===== src/rtl/pixel_tpg_engine.sv =====
// Pipelined VGA test-pattern generator: eight pattern modes with frame-synchronous
// mode switching, per-frame horizontal scroll and a completed-frame counter.
module pixel_tpg_engine #(
   parameter int CW          = 4,
   parameter int CNT_W       = 10,
   parameter int H_ACTIVE    = 640,
   parameter int V_ACTIVE    = 480,
   parameter int GRID_LOG2   = 5,
   parameter int CHK_LOG2    = 5,
   parameter int CELL_W_LOG2 = 3,
   parameter int CELL_H_LOG2 = 4,
   parameter int GRAD_SHIFT  = 4
) (
   input  logic              clk_pix,
   input  logic              resetn,
   input  logic [CNT_W-1:0]  hcount,
   input  logic [CNT_W-1:0]  vcount,
   input  logic              de,
   input  logic              hsync_in,
   input  logic              vsync_in,
   input  logic [2:0]        mode_req,
   input  logic              scroll_en,
   input  logic [3:0]        scroll_step,
   input  logic [3*CW-1:0]   solid_rgb,
   output logic [CW-1:0]     rgb_r,
   output logic [CW-1:0]     rgb_g,
   output logic [CW-1:0]     rgb_b,
   output logic              de_out,
   output logic              hsync_out,
   output logic              vsync_out,
   output logic [2:0]        mode_active,
   output logic [15:0]       frame_cnt
);

   localparam logic [CNT_W-1:0] BAR_PITCH = CNT_W'(H_ACTIVE / 8);
   localparam logic [CNT_W-1:0] BAR_LAST  = CNT_W'(7);
   localparam logic [CNT_W-1:0] H_LAST    = CNT_W'(H_ACTIVE - 1);
   localparam logic [CNT_W-1:0] V_LAST    = CNT_W'(V_ACTIVE - 1);
   localparam logic [CNT_W-1:0] V_TICK    = CNT_W'(V_ACTIVE);
   localparam logic [CW-1:0]    MAX       = {CW{1'b1}};
   localparam logic [CW-1:0]    ZERO      = {CW{1'b0}};

   // Only the low bits of hx feed any pattern, so the scrolled coordinate is kept that narrow.
   localparam int HX_A = (GRID_LOG2 > CHK_LOG2 + 1) ? GRID_LOG2 : CHK_LOG2 + 1;
   localparam int HX_W = (HX_A > GRAD_SHIFT + CW) ? HX_A : GRAD_SHIFT + CW;

   localparam logic [2:0] MODE_BARS    = 3'd0;
   localparam logic [2:0] MODE_GRID    = 3'd1;
   localparam logic [2:0] MODE_CHECKER = 3'd2;
   localparam logic [2:0] MODE_CELL    = 3'd3;
   localparam logic [2:0] MODE_GRAD    = 3'd4;
   localparam logic [2:0] MODE_SOLID   = 3'd5;
   localparam logic [2:0] MODE_FLICKER = 3'd6;
   localparam logic [2:0] MODE_BLACK   = 3'd7;

   logic              tick_s;
   logic [2:0]        mode_eff_s;
   logic [15:0]       fcnt_eff_s;
   logic [CNT_W-1:0]  scroll_eff_s;
   logic [CNT_W-1:0]  scroll_off_r;
   logic [HX_W-1:0]   hx_s;
   logic [CNT_W-1:0]  bar_full_s;
   logic [2:0]        bar_s;
   logic              grid_s;
   logic              chk_s;
   logic              cell_s;

   logic [2:0]        bar_r;
   logic              grid_r;
   logic              chk_r;
   logic              cell_r;
   logic [CW-1:0]     grad_r;
   logic [2:0]        mode_r;
   logic              flick_white_r;
   logic [3*CW-1:0]   solid_r;
   logic              de_s1_r;
   logic              hs_s1_r;
   logic              vs_s1_r;

   logic [CW-1:0]     pix_r_s;
   logic [CW-1:0]     pix_g_s;
   logic [CW-1:0]     pix_b_s;

   assign tick_s = (de == 1'b0) && (hcount == {CNT_W{1'b0}}) && (vcount == V_TICK);

   // Frame-tick control: values seen by the tick pixel and loaded into the control registers.
   always_comb begin
      mode_eff_s   = mode_active;
      fcnt_eff_s   = frame_cnt;
      scroll_eff_s = scroll_off_r;
      if (tick_s) begin
         mode_eff_s = mode_req;
         fcnt_eff_s = frame_cnt + 16'd1;
         if (scroll_en) begin
            scroll_eff_s = scroll_off_r + CNT_W'(scroll_step);
         end else begin
            scroll_eff_s = scroll_off_r;
         end
      end else begin
         mode_eff_s   = mode_active;
         fcnt_eff_s   = frame_cnt;
         scroll_eff_s = scroll_off_r;
      end
   end

   // Stage-1 pattern geometry: scrolled x, bar index and per-mode hit flags.
   always_comb begin
      hx_s       = hcount[HX_W-1:0] + scroll_eff_s[HX_W-1:0];
      bar_full_s = hcount / BAR_PITCH;
      if (bar_full_s > BAR_LAST) begin
         bar_s = 3'd7;
      end else begin
         bar_s = bar_full_s[2:0];
      end
      grid_s = (hx_s[GRID_LOG2-1:0] == {GRID_LOG2{1'b0}}) ||
               (vcount[GRID_LOG2-1:0] == {GRID_LOG2{1'b0}}) ||
               (hcount == H_LAST) || (vcount == V_LAST);
      chk_s  = hx_s[CHK_LOG2] ^ vcount[CHK_LOG2];
      cell_s = (hcount[CELL_W_LOG2-1:0] == {CELL_W_LOG2{1'b0}}) ||
               (vcount[CELL_H_LOG2-1:0] == {CELL_H_LOG2{1'b0}});
   end

   // Control registers: mode, frame counter and scroll offset advance on the frame tick.
   always_ff @(posedge clk_pix or negedge resetn) begin
      if (!resetn) begin
         mode_active  <= 3'd0;
         frame_cnt    <= 16'd0;
         scroll_off_r <= {CNT_W{1'b0}};
      end else begin
         mode_active  <= mode_eff_s;
         frame_cnt    <= fcnt_eff_s;
         scroll_off_r <= scroll_eff_s;
      end
   end

   // Stage-1 pipeline registers.
   always_ff @(posedge clk_pix or negedge resetn) begin
      if (!resetn) begin
         bar_r         <= 3'd0;
         grid_r        <= 1'b0;
         chk_r         <= 1'b0;
         cell_r        <= 1'b0;
         grad_r        <= {CW{1'b0}};
         mode_r        <= 3'd0;
         flick_white_r <= 1'b0;
         solid_r       <= {(3*CW){1'b0}};
         de_s1_r       <= 1'b0;
         hs_s1_r       <= 1'b0;
         vs_s1_r       <= 1'b0;
      end else begin
         bar_r         <= bar_s;
         grid_r        <= grid_s;
         chk_r         <= chk_s;
         cell_r        <= cell_s;
         grad_r        <= hx_s[GRAD_SHIFT+CW-1:GRAD_SHIFT];
         mode_r        <= mode_eff_s;
         flick_white_r <= ~fcnt_eff_s[0];
         solid_r       <= solid_rgb;
         de_s1_r       <= de;
         hs_s1_r       <= hsync_in;
         vs_s1_r       <= vsync_in;
      end
   end

   // Stage-2 colour selection; blanking forces black regardless of mode.
   always_comb begin
      pix_r_s = ZERO;
      pix_g_s = ZERO;
      pix_b_s = ZERO;
      if (de_s1_r) begin
         case (mode_r)
            // Bar order white..black maps to R=~b1, G=~b2, B=~b0.
            MODE_BARS: begin
               pix_r_s = {CW{~bar_r[1]}};
               pix_g_s = {CW{~bar_r[2]}};
               pix_b_s = {CW{~bar_r[0]}};
            end
            MODE_GRID: begin
               pix_r_s = {CW{grid_r}};
               pix_g_s = {CW{grid_r}};
               pix_b_s = {CW{grid_r}};
            end
            MODE_CHECKER: begin
               pix_r_s = {CW{chk_r}};
               pix_g_s = {CW{chk_r}};
               pix_b_s = {CW{chk_r}};
            end
            MODE_CELL: begin
               pix_r_s = {CW{cell_r}};
               pix_g_s = ZERO;
               pix_b_s = ZERO;
            end
            MODE_GRAD: begin
               pix_r_s = grad_r;
               pix_g_s = grad_r;
               pix_b_s = grad_r;
            end
            MODE_SOLID: begin
               pix_r_s = solid_r[3*CW-1:2*CW];
               pix_g_s = solid_r[2*CW-1:CW];
               pix_b_s = solid_r[CW-1:0];
            end
            MODE_FLICKER: begin
               pix_r_s = {CW{flick_white_r}};
               pix_g_s = {CW{flick_white_r}};
               pix_b_s = {CW{flick_white_r}};
            end
            MODE_BLACK: begin
               pix_r_s = ZERO;
               pix_g_s = ZERO;
               pix_b_s = ZERO;
            end
            default: begin
               pix_r_s = ZERO;
               pix_g_s = ZERO;
               pix_b_s = ZERO;
            end
         endcase
      end else begin
         pix_r_s = ZERO;
         pix_g_s = ZERO;
         pix_b_s = ZERO;
      end
   end

   // Stage-2 output registers.
   always_ff @(posedge clk_pix or negedge resetn) begin
      if (!resetn) begin
         rgb_r     <= {CW{1'b0}};
         rgb_g     <= {CW{1'b0}};
         rgb_b     <= {CW{1'b0}};
         de_out    <= 1'b0;
         hsync_out <= 1'b0;
         vsync_out <= 1'b0;
      end else begin
         rgb_r     <= pix_r_s;
         rgb_g     <= pix_g_s;
         rgb_b     <= pix_b_s;
         de_out    <= de_s1_r;
         hsync_out <= hs_s1_r;
         vsync_out <= vs_s1_r;
      end
   end

endmodule


===== config.mk =====
export PLATFORM = sky130hd
export DESIGN_NAME = pixel_tpg_engine
export DESIGN_NICKNAME = d
export VERILOG_FILES = /design/src/rtl/pixel_tpg_engine.sv
export SDC_FILE = /design/constraint.sdc
export NUM_CORES = 1
export LEC_CHECK = 0
export CAP_MARGIN = 20
export CORE_UTILIZATION = 32
export CTS_BUF_LIST = sky130_fd_sc_hd__clkbuf_4 sky130_fd_sc_hd__clkbuf_8 sky130_fd_sc_hd__clkbuf_16
export DETAILED_ROUTE_END_ITERATION = 8
export PLACE_DENSITY = 0.66
export SETUP_SLACK_MARGIN = 0.15
export SLEW_MARGIN = 20
export SYNTH_ARGS = -nofsm -noshare
export SYNTH_HDL_FRONTEND = slang
export SYNTH_SLANG_ARGS = --single-unit

===== constraint.sdc =====
create_clock -name clk_pix -period 7.3 [get_ports clk_pix]
set_input_delay 0.73 -clock clk_pix [delete_from_list [all_inputs] [get_ports clk_pix]]
set_output_delay 0.73 -clock clk_pix [all_outputs]
set_load 0.05 [all_outputs]

==> metrics.txt <==
Reg2Reg Launch Point scroll_off_r[0]; Net Sw Frac 23.19%; IO Pins 79; share of layout cells above drive strength 1 roughly 9%; Setup WS post-layout ~3400 ps; largest net degree at the start of global routing 69; asr flop ratio synth 100.0%; drt total wl 7088 um; Clock Latency Late Sink 350 ps; peak fanout along the critical path 9; Initial Util 33.66%; Total GRT Usage 14.95%; Post-synth EDFFs 0; fin cells roughly 500; CP Class primary input to flip-flop; M2 GR Usage a little under a quarter; via/cell ratio between 4 and 5; sw power slightly below 200 uW; final-report setup violation count 0; Clk pwr share between 40 and 50%; Layout Skew roughly 16 ps; Post CTS Setup Buffer Count 0; global-route wire length before repair about 12,000 um; TritonCTS Buffers 9; grt peak-use layer met2; DRT Pass-1 Iters 6; hold crit path type flip-flop to flip-flop; CTS H-tree lvls 3; Synth Flop Type dfrtp_1; static leakage about 1.9 nW; Worst-path clk slew 70 ps; Flop pwr share a little under half; routed length per placed instance roughly 14 um; register area share after synthesis between 50% and 60%; Crit. End Element flip-flop; row count 35; GPL Wtd Cong about 0.86; PwrDens roughly 200 nW/um2; most frequent cells in the layout clkdlybuf4s50_1, dfrtp_1, a21oi_1, nand2_1, xnor2_1; total gr overflow 0; routed vias 2,366; Syn Area/Cell roughly 11 um2; Setup Slack @ Placement around 3100 ps; synth warn 0; Antenna Diode Count 0; Placed Area just over 4000 um2; Synth Cell Area 3169 um2; Logic pwr share 9.8%; Hold-fix buffers, CTS 0; Core ar. between 9000 and 10,000 um2; detailed router's first-iteration violation count approximately 120; final instance area approximately 4300 um2; Post-Synthesis Cells between 200 and 300; internal power approximately 650 uW; Critical Path AT between 4000 and 5000 ps; number of global-route vias before repair between 2,000 and 2,500; Least-Margin Pin Slew about 850 ps; worst vdd ir 0.00009343 V; initial antenna violation count 0; Die Ht about 100 um; Worst Setup SP hcount[5]; Post-DRT Antenna Nets 0; placed insts roughly 480; setup TNS 0 ps; commonest non-fill, non-tap cell in the layout clkdlybuf4s50_1; Die Span X slightly above 100 um; Detail Placement HPWL 5249 um; #FFs+latches synth 68; IO Port Bufs between 70 and 80; fill cell count around 900; CTS resizes 0; fin crit period around 4000 ps; Root Buffer clkbuf_8; grt met3 use under 10%; Required @ worst endpoint between 7000 and 8000 ps; Worst setup SP type primary input; met1 Use GR between 10% and 20%; TritonCTS clock tree yes; Fmax 0.2569 GHz; RSZ-0062 raised after global routing false; HP Start hs_s1_r; status finished clean; Cell variety after synth 44; Hold Vio Cnt, Final 0; die area 10,310 um2; clock sink total 68; Worst slew margin between 40% and 50%; Max Buffers Root-to-Sink 2; Final Max Tran Viols 0; Max Cap Violations 0; nets@finish approximately 420; Final Util 46.10%; Area Growth Syn to Fin 36.95%; post-synth net total 337; # DRC 0; period utilization between 50% and 60%
==> registers in the layout, summed over array words and instances, names as in the netlist <==
| register | count |
|---|---|
| de_s1_r | 1 |
| de_out | 1 |
| vsync_out | 1 |
| flick_white_r | 1 |
| cell_r | 1 |
| rgb_r | 4 |
| grid_r | 1 |
| vs_s1_r | 1 |
| scroll_off_r | 8 |
| bar_r | 3 |
| rgb_b | 4 |
| rgb_g | 4 |
| hsync_out | 1 |
| grad_r | 4 |
| frame_cnt | 16 |
| solid_r | 12 |
| hs_s1_r | 1 |
| mode_r | 3 |
| chk_r | 1 |
==> path summary, 6_finish.rpt <==
kind | slack (ps) | cells past startpoint | to
worst max-delay path | 3410 | 12 | grad_r[2]
worst min-delay path | 350 | 0 | hsync_out
max in group asynchronous | 6180 | 2 | frame_cnt[3]
min in group asynchronous | 590 | 2 | solid_r[2]
worst max register to register | 4240 | 12 | grad_r[3]
worst min register to register | 350 | 0 | hsync_out
==> synthesized netlist by cell type (all sizes together), types with 2 or more instances <==
library cell | instances | share of area [%]
a211oi | 2 | 0.47
a21o | 4 | 0.95
a21oi | 32 | 5.1
a31oi | 2 | 0.39
and2 | 2 | 0.39
and3 | 3 | 0.59
and4 | 2 | 0.55
clkbuf | 3 | 0.36
dfrtp | 68 | 54
fa | 2 | 1.3
ha | 12 | 4.7
inv | 9 | 1.1
mux2 | 7 | 2.5
nand2 | 25 | 3.0
nand2b | 6 | 1.2
nand3 | 12 | 2.3
nand4 | 3 | 0.59
nor2 | 15 | 1.8
nor3 | 9 | 1.8
nor4 | 4 | 2.2
o21ai | 6 | 0.95
o21bai | 4 | 0.95
or4 | 4 | 1.2
xnor2 | 20 | 5.5
xor2 | 7 | 1.9
==> routing by layer <==
metal,vias up,share of wire (%),wire (um)
li1,1153,-,-
met4,0,1.2,87
met2,85,47,3334
met1,1120,46,3253
met5,-,0,0
met3,8,5.8,412
==> power by group through the flow <==
stage	sequential, mW	combinational [mW]	clock, mW
after floorplan	0.416	0.0186	0
after global placement	0.401	0.0832	0
after detailed placement	0.401	0.0845	0
after CTS	0.394	0.0847	0.384
after global routing	0.395	0.0907	0.399
final	0.394	0.0835	0.374
==> logic make-up after synthesis <==
kind of cell	share of synthesized area, %
xor gates and xnor gates	8.212
muxes	2.487
DFF	53.69
and+or+nand+nor	17.09
buffers and inverters	1.421
adders and majority gates	6.317
AOI/OAI and AO/OA	10.78
==> stage by stage <==
stage | hold WS, ps | total power, mW
CTS | 352.1 | 0.8629
detailed placement | 334.7 | 0.4857
global route | 371.6 | 0.8848
finish | 352.5 | 0.8509
floorplan | 331.2 | 0.4350
global placement | 332.4 | 0.4843
==> worst max-delay path, stage by stage <==
cell             delay, ps
clkdlybuf4s50_1        540
or4_1                  640
nor4_4                 260
nand3_4                210
mux2_2                 330
ha_1                   220
fa_1                   410
a21o_1                 180
a21oi_1                220
o21bai_1                90
a21oi_1                170
xnor2_1                130
==> area by class of cell <==
class / instances / area (um2) / area share, %
clock buffer: 9 / 123.9 / 2.854
inverter: 9 / 33.78 / 0.7783
multi-input combinational: 198 / 1423 / 32.78
timing repair buffer: 79 / 783.3 / 18.05
clock inverter: 6 / 113.9 / 2.623
sequential: 68 / 1702 / 39.20
tap: 129 / 161.4 / 3.719
No activity file was read; power rests on OpenSTA's default activity.
